### src/rtl/decode_pkg.sv
// Shared types for the decode queue: opcode encodings and the decoded control bundle.
package decode_pkg;

  typedef enum logic [6:0] {
    OP_R      = 7'b0110011,
    OP_IALU   = 7'b0010011,
    OP_LOAD   = 7'b0000011,
    OP_STORE  = 7'b0100011,
    OP_BRANCH = 7'b1100011,
    OP_JAL    = 7'b1101111,
    OP_JALR   = 7'b1100111,
    OP_LUI    = 7'b0110111,
    OP_AUIPC  = 7'b0010111,
    OP_SYSTEM = 7'b1110011,
    OP_AMO    = 7'b0101111,
    OP_BUBBLE = 7'b0000000
  } opcode_e;

  // Field order fixes the packed layout: reg_write is the MSB, illegal_inst the LSB.
  typedef struct packed {
    logic       reg_write;
    logic       mem_write;
    logic       mem_to_reg;
    logic       branch;
    logic       alu_src;
    logic       jump;
    logic [1:0] alu_op;
    logic       lui;
    logic       auipc;
    logic       jal;
    logic       r_type;
    logic       sys_inst;
    logic       is_atomic;
    logic       illegal_inst;
  } ctrl_t;

  localparam int CTRL_W = $bits(ctrl_t);

endpackage

### src/rtl/opcode_decoder.sv
// Combinational opcode -> ctrl_t decode. Build with ATOMIC_EXT_EN defined to
// accept AMO opcodes; otherwise they decode as illegal.
module opcode_decoder
  import decode_pkg::*;
(
  input  logic [6:0] i_opcode,
  output ctrl_t      o_ctrl
);

  always_comb begin
    o_ctrl = '0;
    case (i_opcode)
      OP_R: begin
        o_ctrl.reg_write = 1'b1;
        o_ctrl.r_type    = 1'b1;
        o_ctrl.alu_op    = 2'b11;
      end
      OP_IALU: begin
        o_ctrl.reg_write = 1'b1;
        o_ctrl.alu_src   = 1'b1;
        o_ctrl.alu_op    = 2'b01;
      end
      OP_LOAD: begin
        o_ctrl.reg_write  = 1'b1;
        o_ctrl.mem_to_reg = 1'b1;
        o_ctrl.alu_src    = 1'b1;
      end
      OP_STORE: begin
        o_ctrl.mem_write = 1'b1;
        o_ctrl.alu_src   = 1'b1;
      end
      OP_BRANCH: begin
        o_ctrl.branch = 1'b1;
        o_ctrl.alu_op = 2'b10;
      end
      OP_JAL: begin
        o_ctrl.jump      = 1'b1;
        o_ctrl.jal       = 1'b1;
        o_ctrl.reg_write = 1'b1;
      end
      OP_JALR: begin
        o_ctrl.jump      = 1'b1;
        o_ctrl.reg_write = 1'b1;
      end
      OP_LUI: begin
        o_ctrl.lui       = 1'b1;
        o_ctrl.alu_src   = 1'b1;
        o_ctrl.reg_write = 1'b1;
      end
      OP_AUIPC: begin
        o_ctrl.auipc     = 1'b1;
        o_ctrl.alu_src   = 1'b1;
        o_ctrl.reg_write = 1'b1;
      end
      OP_SYSTEM: begin
        o_ctrl.sys_inst  = 1'b1;
        o_ctrl.reg_write = 1'b1;
      end
`ifdef ATOMIC_EXT_EN
      OP_AMO: begin
        o_ctrl.is_atomic = 1'b1;
        o_ctrl.reg_write = 1'b1;
      end
`endif
      // Bubbles never reach the FIFO, so their bundle is irrelevant.
      OP_BUBBLE: o_ctrl = '0;
      default:   o_ctrl.illegal_inst = 1'b1;
    endcase
  end

endmodule

### src/rtl/decode_queue.sv
// Decode-and-buffer stage: decodes fetched opcodes on entry and holds them in a
// DEPTH-entry FIFO with flush support. AMO decode depends on ATOMIC_EXT_EN.
module decode_queue
  import decode_pkg::*;
#(
  parameter int DEPTH = 4,
  parameter int XLEN  = 32,
  parameter int CNT_W = 8
) (
  input  logic             clk,
  input  logic             reset,
  input  logic             flush,
  input  logic             in_valid,
  output logic             in_ready,
  input  logic [31:0]      in_inst,
  input  logic [XLEN-1:0]  in_pc,
  output logic             out_valid,
  input  logic             out_ready,
  output ctrl_t            out_ctrl,
  output logic [31:0]      out_inst,
  output logic [XLEN-1:0]  out_pc,
  output logic [CNT_W-1:0] illegal_cnt
);

  localparam int AW = $clog2(DEPTH);
  localparam logic [AW:0] CNT_FULL = (AW+1)'(DEPTH);

  ctrl_t           r_ctrl_mem [DEPTH];
  logic [31:0]     r_inst_mem [DEPTH];
  logic [XLEN-1:0] r_pc_mem   [DEPTH];

  logic [AW-1:0]   r_wptr;
  logic [AW-1:0]   r_rptr;
  logic [AW:0]     r_cnt;
  logic [CNT_W-1:0] r_ill_cnt;

  ctrl_t w_dec;
  logic  w_push;
  logic  w_pop;

  opcode_decoder u_dec (
    .i_opcode (in_inst[6:0]),
    .o_ctrl   (w_dec)
  );

  assign in_ready  = (r_cnt < CNT_FULL);
  assign out_valid = (r_cnt != '0);
  assign w_push    = in_valid & in_ready & ~flush & (in_inst[6:0] != OP_BUBBLE);
  assign w_pop     = out_valid & out_ready & ~flush;

  always_ff @(posedge clk) begin
    if (reset) begin
      r_wptr <= '0;
      r_rptr <= '0;
      r_cnt  <= '0;
    end else if (flush) begin
      r_wptr <= '0;
      r_rptr <= '0;
      r_cnt  <= '0;
    end else begin
      if (w_push) r_wptr <= r_wptr + AW'(1);
      if (w_pop)  r_rptr <= r_rptr + AW'(1);
      case ({w_push, w_pop})
        2'b10:   r_cnt <= r_cnt + (AW+1)'(1);
        2'b01:   r_cnt <= r_cnt - (AW+1)'(1);
        default: r_cnt <= r_cnt;
      endcase
    end
  end

  // Storage needs no reset: only entries below r_cnt are ever exposed.
  always_ff @(posedge clk) begin
    if (!reset && w_push) begin
      r_ctrl_mem[r_wptr] <= w_dec;
      r_inst_mem[r_wptr] <= in_inst;
      r_pc_mem[r_wptr]   <= in_pc;
    end
  end

  always_ff @(posedge clk) begin
    if (reset) begin
      r_ill_cnt <= '0;
    end else if (w_push && w_dec.illegal_inst && (r_ill_cnt != '1)) begin
      r_ill_cnt <= r_ill_cnt + CNT_W'(1);
    end
  end

  assign illegal_cnt = r_ill_cnt;
  assign out_ctrl    = out_valid ? r_ctrl_mem[r_rptr] : '0;
  assign out_inst    = out_valid ? r_inst_mem[r_rptr] : '0;
  assign out_pc      = out_valid ? r_pc_mem[r_rptr]   : '0;

endmodule

### config.mk
export PLATFORM = sky130hd
export DESIGN_NAME = decode_queue
export DESIGN_NICKNAME = d
export VERILOG_FILES = /design/src/rtl/decode_pkg.sv /design/src/rtl/opcode_decoder.sv /design/src/rtl/decode_queue.sv
export SDC_FILE = /design/constraint.sdc
export NUM_CORES = 1
export LEC_CHECK = 0
export BUFFER_PORTS_ARGS = -buffer_cell sky130_fd_sc_hd__buf_4
export CORE_ASPECT_RATIO = 0.8
export CORE_MARGIN = 2
export CORE_UTILIZATION = 49
export DETAILED_ROUTE_END_ITERATION = 16
export GPL_ROUTABILITY_DRIVEN = 0
export GPL_TIMING_DRIVEN = 0
export PLACE_DENSITY = 0.69
export SYNTH_ARGS = -nofsm -noshare
export SYNTH_HDL_FRONTEND = slang
export SYNTH_HIERARCHICAL = 1
export SYNTH_SLANG_ARGS = --single-unit
### constraint.sdc
create_clock -name clk -period 4.7 [get_ports clk]
set_input_delay 0.705 -clock clk [delete_from_list [all_inputs] [get_ports clk]]
set_output_delay 0.705 -clock clk [all_outputs]
set_load 0.02 [all_outputs]
======== After elaboration in Yosys (flattened, before gate mapping) ========
Memory sizes are Yosys's and may differ from the RTL's. A register that Yosys moved wholly into a read port is not among the register bits.
Cells that the tools add are included.
storage, ports and cells
  bits in registers ....................... 15
  bits in latches ......................... 0
  RAM bits ................................ 312
  ROM bits ................................ 0
  input bits .............................. 69
  output and inout bits ................... 89
  logic and storage cells ................. 70
  memories kept ........................... 3
operators by class
  add/sub/neg operators ................... 5
  multiply operators ...................... 0
  div/mod/pow operators ................... 0
  $lt $le $gt $ge ......................... 1
  eq/ne operators ......................... 13
  shifts and indexed selects .............. 0
  multiplexer cells ....................... 25
  bitwise gates (word level) .............. 6
  reductions and logical operators ........ 13
memory list
  memory      words  bits a word  rd ports  clocked after memory_dff  write ports  line                RTL
  r_inst_mem  4      32           1         1                         1            decode_queue.sv:29  logic [31:0] r_inst_mem [DEPTH];
  r_pc_mem    4      32           1         1                         1            decode_queue.sv:30  logic [XLEN-1:0] r_pc_mem [DEPTH];
  r_ctrl_mem  4      14           1         1                         1            decode_queue.sv:28  ctrl_t r_ctrl_mem [DEPTH];
operators with widths
  cell                                                  count
  two-way mux 32 bit                                    2
  equality test 7 bit (second input constant)           4
  equality test 7 x 6 -> 1 bit (second input constant)  3
  two-way mux 15 bit                                    1
  equality test 7 x 5 -> 1 bit (second input constant)  2
  two-way mux 1 bit                                     14
  two-way mux 2 bit                                     6
  OR reduction 11 bit                                   1
  adder 8 x 1 -> 8 bit (second input constant)          1
  inequality test 8 bit (second input constant)         1
  OR reduction 8 bit                                    1
  equality test 7 x 2 -> 1 bit (second input constant)  1
  logical NOT 7 bit                                     1
  nonzero test 7 bit                                    1
  case mux 2 bit (3 select lines)                       1
  case mux 3 bit (2 select lines)                       1
  bitwise AND 1 bit                                     5
  OR reduction 5 bit                                    1
  adder 2 x 1 -> 2 bit (second input constant)          2
  OR reduction 2 bit                                    2
  adder 3 x 1 -> 3 bit (second input constant)          1
  logical AND 1 bit                                     3
  < comparator 3 bit (second input constant)            1
  nonzero test 3 bit                                    1
  other kinds (6)                                       6

======== Depth between registers and ports, before layout ========
Gate-level depths: netlist of run 1.
  word-level depth ........................ 7
  gate-level depth with buffers ........... 9
  mapped depth without buffers ............ 8

======== Modules after synthesis ========
Netlist of run 1, hierarchy kept.
modules (own cells, without submodules)
  module          instances  cells each  area an instance (µm²)
  decode_queue    1          600         12,797.3
  opcode_decoder  1          39          257.7

======== Least setup slack after synthesis of run 1 ========
Ideal clock, no wire load.
  kind .................................... input to register
  start point ............................. input port flush
  end point ............................... memory r_ctrl_mem[0][0] in the netlist's numbering (enable)
  data arrival time ....................... 3.204 ns
  data required time ...................... 4.254 ns
  slack ................................... 1.050 ns
  stages on the path ...................... 4
  buffers on the path ..................... 0
  cells stage by stage .................... nor3b_1 > o21ai_1 > nor2_1 > and2_1
between the ends
  longest elaborated chain between the ends .. 6
RTL lines
  what                                     line                RTL
  start, declared                          decode_queue.sv:12  input logic flush,
  inverter 1 bit                           decode_queue.sv:48  assign w_push = in_valid & in_ready & ~flush & (in_inst[6:0] != OP_BUBBLE);
  bitwise AND 1 bit (2 in series)          decode_queue.sv:48
  logical AND 1 bit                        decode_queue.sv:73  if (!reset && w_push) begin
  two-way mux 1 bit                        decode_queue.sv:73
  two-way mux 1 bit (implied by the code)  decode_queue.sv:74  r_ctrl_mem[r_wptr] <= w_dec;
  end, declared                            decode_queue.sv:28
Every way passes these cells.

==> results.sh, run 1 <==
export IMPL_outcome="finished clean"
export IMPL_vias_per_cell=5.397
export IMPL_antenna_found_initial=0
export IMPL_crit_arrival_ns=2.64
export IMPL_max_slew_margin_pct=42.00
export IMPL_cts_hold_buf=0
export IMPL_power_switching_uw=1183
export IMPL_ir_drop_mv=0.2330
export IMPL_route_detailed_drc=0
export IMPL_p_int_uw=4859
export IMPL_holdWs_ns=0.3943
export IMPL_power_leakage_uw=0.005420
export IMPL_multi_input_area_mm2=0.003022
export IMPL_synth_area_leaders="edfxtp_1, mux4_2, and2_1, dfxtp_1, ha_1"
export IMPL_max_cap_violations=0
export IMPL_yosys_area_top_type="edfxtp_1"
export IMPL_synth_most_common_cell="edfxtp_1"
export IMPL_synth_cell_area_mm2=0.01306
export IMPL_hp_class="primary input to flip-flop"
export IMPL_finalMaxSlewViolations=0
export IMPL_sw_frac_of_total_pct=19.57
export IMPL_fmax_mhz=298.6
export IMPL_area_delta_synth_final_pct=21.44
export IMPL_critPathLaunchType="flip-flop"
export IMPL_yosysSeqAreaShare_pct=75.29
export IMPL_fill_cells=1904
export IMPL_cts_tree="done"
export IMPL_grt_max_degree=43
export IMPL_die_area_mm2=0.02797
export IMPL_required_ns=3.99
export IMPL_hold_viol=0
export IMPL_synth_edf_count=316
export IMPL_synth_distinct_cells=53
export IMPL_place_port_buffers=156
export IMPL_power_uw=6041
export IMPL_dp_hpwl_um=15250
export IMPL_grt_pass1_vias=6768
export IMPL_rows=53
export IMPL_dr_pass1_iters=5
export IMPL_start_util_pct=49.71
export IMPL_ys_seq_elements=333
export IMPL_rsz0062_at_grt="false"
export IMPL_h_tree_depth=2
export IMPL_crit_fanout=10
export IMPL_crit_type="flip-flop to output port"
export IMPL_pwr_share_comb_pct=4.0
export IMPL_antenna_left=0
export IMPL_fin_crit_ns=3.349
export IMPL_worst_path_max_delay_cell="buf_1"
export IMPL_drt_iter0_drc=461
export IMPL_nets=911
export IMPL_async_flop_share_pct=0
export IMPL_clk_latency_ns=0.51
export IMPL_wl_per_cell_um=20.12
export IMPL_ys_warn_count=6
export IMPL_die_h_um=150.0
export IMPL_cts_buffers=34
export IMPL_chipWidth_um=186.5
export IMPL_power_frac_clock_pct=41.8
export IMPL_synth_top_area_share_pct=72.69
export IMPL_seq_area_mm2=0.009829
export IMPL_p_seq_share_pct=54.2
export IMPL_core_region_area_mm2=0.02626
export IMPL_synthCells=639
export IMPL_synthFlopType="edfxtp_1"
export IMPL_grt_use_total_pct=17.69
export IMPL_vias=6568
export IMPL_setup_viol=0
export IMPL_tightest_slew_ns=0.8648
export IMPL_crit_chain="buf_2 > buf_2 > buf_1 > mux4_2 > and2_1 > buf_4"
export IMPL_overflow=0
export IMPL_powerDensity_mw_per_mm2=381.1
export IMPL_cts_setup_buffers=0
export IMPL_clock_sinks=333
export IMPL_cts_resized=0
export IMPL_syn_nets=715
export IMPL_avgSynthCellArea_um2=20.43
export IMPL_io_pins=158
export IMPL_crit_path_max_incr_delay_ns=0.53
export IMPL_crit_top_cell="buf_2"
export IMPL_finClkSkew_ns=0.01304
export IMPL_clkTransAtPathRegs_ns=0.06
export IMPL_root_buffer="clkbuf_16"
export IMPL_grt_pass1_wl_um=37580
export IMPL_drive_above_1_share_pct=37.56
export IMPL_antenna_cells=0
export IMPL_min_period_over_period_pct=71.25
export IMPL_cp_end_kind="output port"
export IMPL_wl_um=24480
export IMPL_yosys_top_cells_count="edfxtp_1, and2_1, mux4_2"
export IMPL_clk_path_buf_depth=3
[path summary, 6_finish.rpt]
kind                   from           endpoint  slack (ns)  cells after the start
max               flip-flop         out_pc[27]        1.35                      6
min             in_inst[10]  r_inst_mem[1][10]        0.39                      1
max reg2reg        r_cnt[2]           r_cnt[2]        1.86                      9
min reg2reg  illegal_cnt[6]     illegal_cnt[6]        0.52                      1
[sequential cells by signal, indices dropped and copies added, names as in the netlist, named ones only]
signal and flops:
illegal_cnt 8, r_pc_mem 128, r_rptr 2, r_cnt 3, r_inst_mem 128, r_ctrl_mem 60, r_wptr 2
[power groups by stage]
stage                     clock [uW]  combinational [uW]  sequential [uW]
after floorplan                    0                 109             3340
after global placement             0                 228             3340
after detailed placement           0                 242             3340
after CTS                       2580                 243             3270
after global routing            2690                 261             3280
final                           2530                 240             3270
[logic make-up (layout without fill, tap and decap cells)]
logic type / Yosys count / in the layout / synth area share (%)
DFF: 333 / 333 / 75.29
and+or+nand+nor: 143 / 143 / 6.718
muxes: 82 / 82 / 13.87
buffers and inverters: 44 / 265 / 1.639
AOI/OAI and AO/OA: 23 / 23 / 1.323
adders and majority gates: 7 / 7 / 0.7284
xor gates and xnor gates: 6 / 6 / 0.4025
other: 1 / 1 / 0.02872
[final cells by class]
class	instances	share of cell area, %
plain buffers	34	1.113
clock buffers	42	5.958
clock inverters	19	0.7340
inverters	10	0.2368
multi-input cells	262	19.06
flip-flops and latches	333	62.00
well taps	357	2.817
repair buffers	160	8.081
[critical path: cells and delay by family (launching register included)]
kind,cells,cell delay [ns]
mux,1,0.39
flops,1,0.30
buf+inv,4,1.25
simple gates,1,0.18
[stage by stage]
step                setup WS [ns]  std cells  area, um^2  setup TNS (ns)  util, %
global route                1.183       1217       15850               0    60.37
detailed placement          1.535       1156       14790               0    56.33
CTS                         1.269       1217       15850               0    60.37
global placement          -0.6639       1152       14670         -203.35    55.87
finish                      1.351       1217       15850               0    60.37
floorplan                   1.050        639       13060               0        -
[layer usage]
metal  up-vias  global-route usage (%)  wire length, um
met5         -                       0                0
li1       2950                       -                -
met3        40                   3.659             1472
met4         0                   5.516              495
met1      3384                   24.45            10710
met2       194                   28.73            11810
[layout by cell type (no fill, tap or decap), drive strengths merged, types with 7 or more instances in the layout]
cell type | netlist | final
inv | 10 | 10
nor2 | 18 | 18
buf | 17 | 177
clkinv | 0 | 17
mux4 | 79 | 79
clkbuf | 17 | 59
edfxtp | 316 | 316
dfxtp | 17 | 17
and2 | 84 | 84
nand2 | 7 | 7
(Power assumes the default switching activity.)
==> inputs of run 2 (changes only) <==
--- a/config.mk
+++ b/config.mk
@@ -5,6 +5,7 @@
 export SDC_FILE = /design/constraint.sdc
 export NUM_CORES = 1
 export LEC_CHECK = 0
+export ABC_AREA = 1
 export BUFFER_PORTS_ARGS = -buffer_cell sky130_fd_sc_hd__buf_4
 export CORE_ASPECT_RATIO = 0.8
 export CORE_MARGIN = 2
==> constraint.sdc (replaced) <==
create_clock -name clk -period 3.1 [get_ports clk]
set_input_delay 0.465 -clock clk [delete_from_list [all_inputs] [get_ports clk]]
set_output_delay 0.465 -clock clk [all_outputs]
set_load 0.02 [all_outputs]
==> run 2 against run 1 <==
  * Total power up 57%
  * Synthesized cell count up 79%
  * Global-route usage up 3.2 points
  * Setup slack worse by 1.1 ns
  * Clock skew up 0.0043 ns
  * Critical path type unchanged
==> results.sh, run 2 <==
export IMPL_area_delta_synth_final_pct=22.08
export IMPL_overflow=0
export IMPL_fmax_mhz=352.7
export IMPL_max_slew_margin_pct=43.94
export IMPL_cts_setup_buffers=0
export IMPL_tightest_slew_ns=0.8389
export IMPL_cts_hold_buf=0
export IMPL_reg_largest_list="r_inst_mem (128), r_pc_mem (128), r_ctrl_mem (60)"
export IMPL_min_delay_start="in_pc[19]"
export IMPL_grt_pass1_vias=8586
export IMPL_nets=1424
export IMPL_place_port_buffers=157
export IMPL_vias=8919
export IMPL_power_uw=9485
export IMPL_die_h_um=152.5
export IMPL_clock_sinks=333
export IMPL_fin_crit_ns=2.835
export IMPL_required_ns=2.63
export IMPL_clk_path_buf_depth=3
export IMPL_multi_input_area_mm2=0.003207
export IMPL_vias_per_cell=5.141
export IMPL_finalMaxSlewViolations=0
export IMPL_io_pins=158
export IMPL_min_period_over_period_pct=91.45
export IMPL_syn_nets=1219
export IMPL_yosysSeqAreaShare_pct=72.79
export IMPL_rr_startpoint="r_cnt[2]"
export IMPL_seq_area_mm2=0.009829
export IMPL_synth_most_common_cell="nor2_1"
export IMPL_clk_latency_ns=0.50
export IMPL_tns_ns=0
export IMPL_outcome="finished clean"
export IMPL_synth_cell_area_mm2=0.01350
export IMPL_synth_top_area_share_pct=70.27
export IMPL_root_buffer="clkbuf_16"
export IMPL_cts_buffers=35
export IMPL_hold_viol=0
export IMPL_h_tree_depth=2
export IMPL_hp_class="primary input to flip-flop"
export IMPL_yosys_area_top_type="edfxtp_1"
export IMPL_core_region_area_mm2=0.02716
export IMPL_drive_above_1_share_pct=20.13
export IMPL_antenna_left=0
export IMPL_drt_iter0_drc=803
export IMPL_synth_edf_count=316
export IMPL_cts_resized=0
export IMPL_cts_tree="done"
export IMPL_max_cap_violations=0
export IMPL_wl_um=30420
export IMPL_yosys_top_cells_count="nor2_1, edfxtp_1, o21ai_0"
export IMPL_power_leakage_uw=0.006074
export IMPL_crit_fanout=10
export IMPL_avgSynthCellArea_um2=11.81
export IMPL_synth_distinct_cells=34
export IMPL_wl_per_cell_um=17.53
export IMPL_grt_pass1_wl_um=46700
export IMPL_powerDensity_mw_per_mm2=575.4
export IMPL_die_area_mm2=0.02891
export IMPL_rsz0062_at_grt="false"
export IMPL_critPathLaunchType="flip-flop"
export IMPL_finClkSkew_ns=0.01730
export IMPL_chipWidth_um=189.6
export IMPL_crit_type="flip-flop to output port"
export IMPL_crit_arrival_ns=2.37
export IMPL_fill_cells=2117
export IMPL_async_flop_share_pct=0
export IMPL_route_detailed_drc=0
export IMPL_synth_area_leaders="edfxtp_1, nor2_1, o21ai_0, a21oi_1, dfxtp_1"
export IMPL_rows=54
export IMPL_final_common_cell="nor2_1"
export IMPL_start_util_pct=49.72
export IMPL_grt_max_degree=31
export IMPL_dp_hpwl_um=19410
export IMPL_cp_end_kind="output port"
export IMPL_setup_viol=0
export IMPL_antenna_found_initial=0
export IMPL_dp_cells=1675
export IMPL_grt_use_total_pct=20.89
export IMPL_synthFlopType="edfxtp_1"
export IMPL_finalNonFillerCells=1735
export IMPL_antenna_cells=0
export IMPL_synthCells=1143
export IMPL_ys_warn_count=6
export IMPL_clkTransAtPathRegs_ns=0.06
export IMPL_setup_worst_path_start="r_cnt[2]"
export IMPL_ir_drop_mv=0.3087
export IMPL_dr_pass1_iters=5
export IMPL_most_common_layout_cells="nor2_1, edfxtp_1, buf_4"
export IMPL_ys_seq_elements=333
[run 2: power breakdown]
group / total, uW / internal, uW / switching, uW
sequential: 4990 / 4970 / 20.0
clock: 3940 / 2350 / 1590
combinational: 558 / 209 / 349
[run 2: logic make-up (layout without fill, tap and decap cells)]
family                   Yosys count  after routing  synth area share, %
AND/OR/NAND/NOR                  434            434                13.01
flip-flops                       333            333                72.79
AO/OA/AOI/OAI                    257            257                9.525
buffers and inverters            107            335                3.687
adder cells (fa/ha/maj)            7              7               0.7042
XOR/XNOR                           4              4               0.2595
other                              1              1              0.02777
[run 2: layout make-up]
class	count	area share, %
Inverter	45	1.032
Sequential cell	333	59.62
Clock inverter	10	0.6072
Timing Repair Buffer	168	8.622
Buffer	62	1.988
Tap cell	364	2.763
Clock buffer	50	5.912
Multi-Input combinational cell	703	19.45
[run 2: worst paths after layout]
kind                  endpoint  slack (ns)  depth (start not counted)
max               out_inst[22]        0.26                          4
min            r_pc_mem[0][19]        0.16                          1
max reg2reg  r_inst_mem[2][27]        0.46                          7
min reg2reg          r_rptr[1]        0.48                          2
[run 2: layer usage]
metal  global-route usage, %  part of all wire [%]  vias to the layer above
met3                   3.316                   6.0                       46
met2                   33.47                    47                      270
met4                   5.795                   2.0                        0
met1                   29.93                    45                     4229
li1                        -                     -                     4374
met5                       0                     0                        -
[run 2: worst max-delay path: stages, from the launching register on]
cell and delay (ns):
dfxtp_1 0.34, nor3_4 0.62, clkbuf_1 0.51, a21oi_1 0.17, buf_4 0.21
[run 2: per-stage QoR]
| step | hold WS [ns] | util [%] | worst slack, ns | area (um^2) |
|---|---|---|---|---|
| finish | 0.1613 | 60.70 | 0.2649 | 16490 |
| global route | 0.1424 | 60.70 | 0.1536 | 16490 |
| CTS | 0.1487 | 60.70 | 0.2389 | 16490 |
| detailed placement | 0.4651 | 56.74 | 0.1185 | 15410 |
| global placement | 0.4560 | 55.77 | -2.172 | 15150 |
| floorplan | 0.4416 | - | -0.3206 | 13510 |
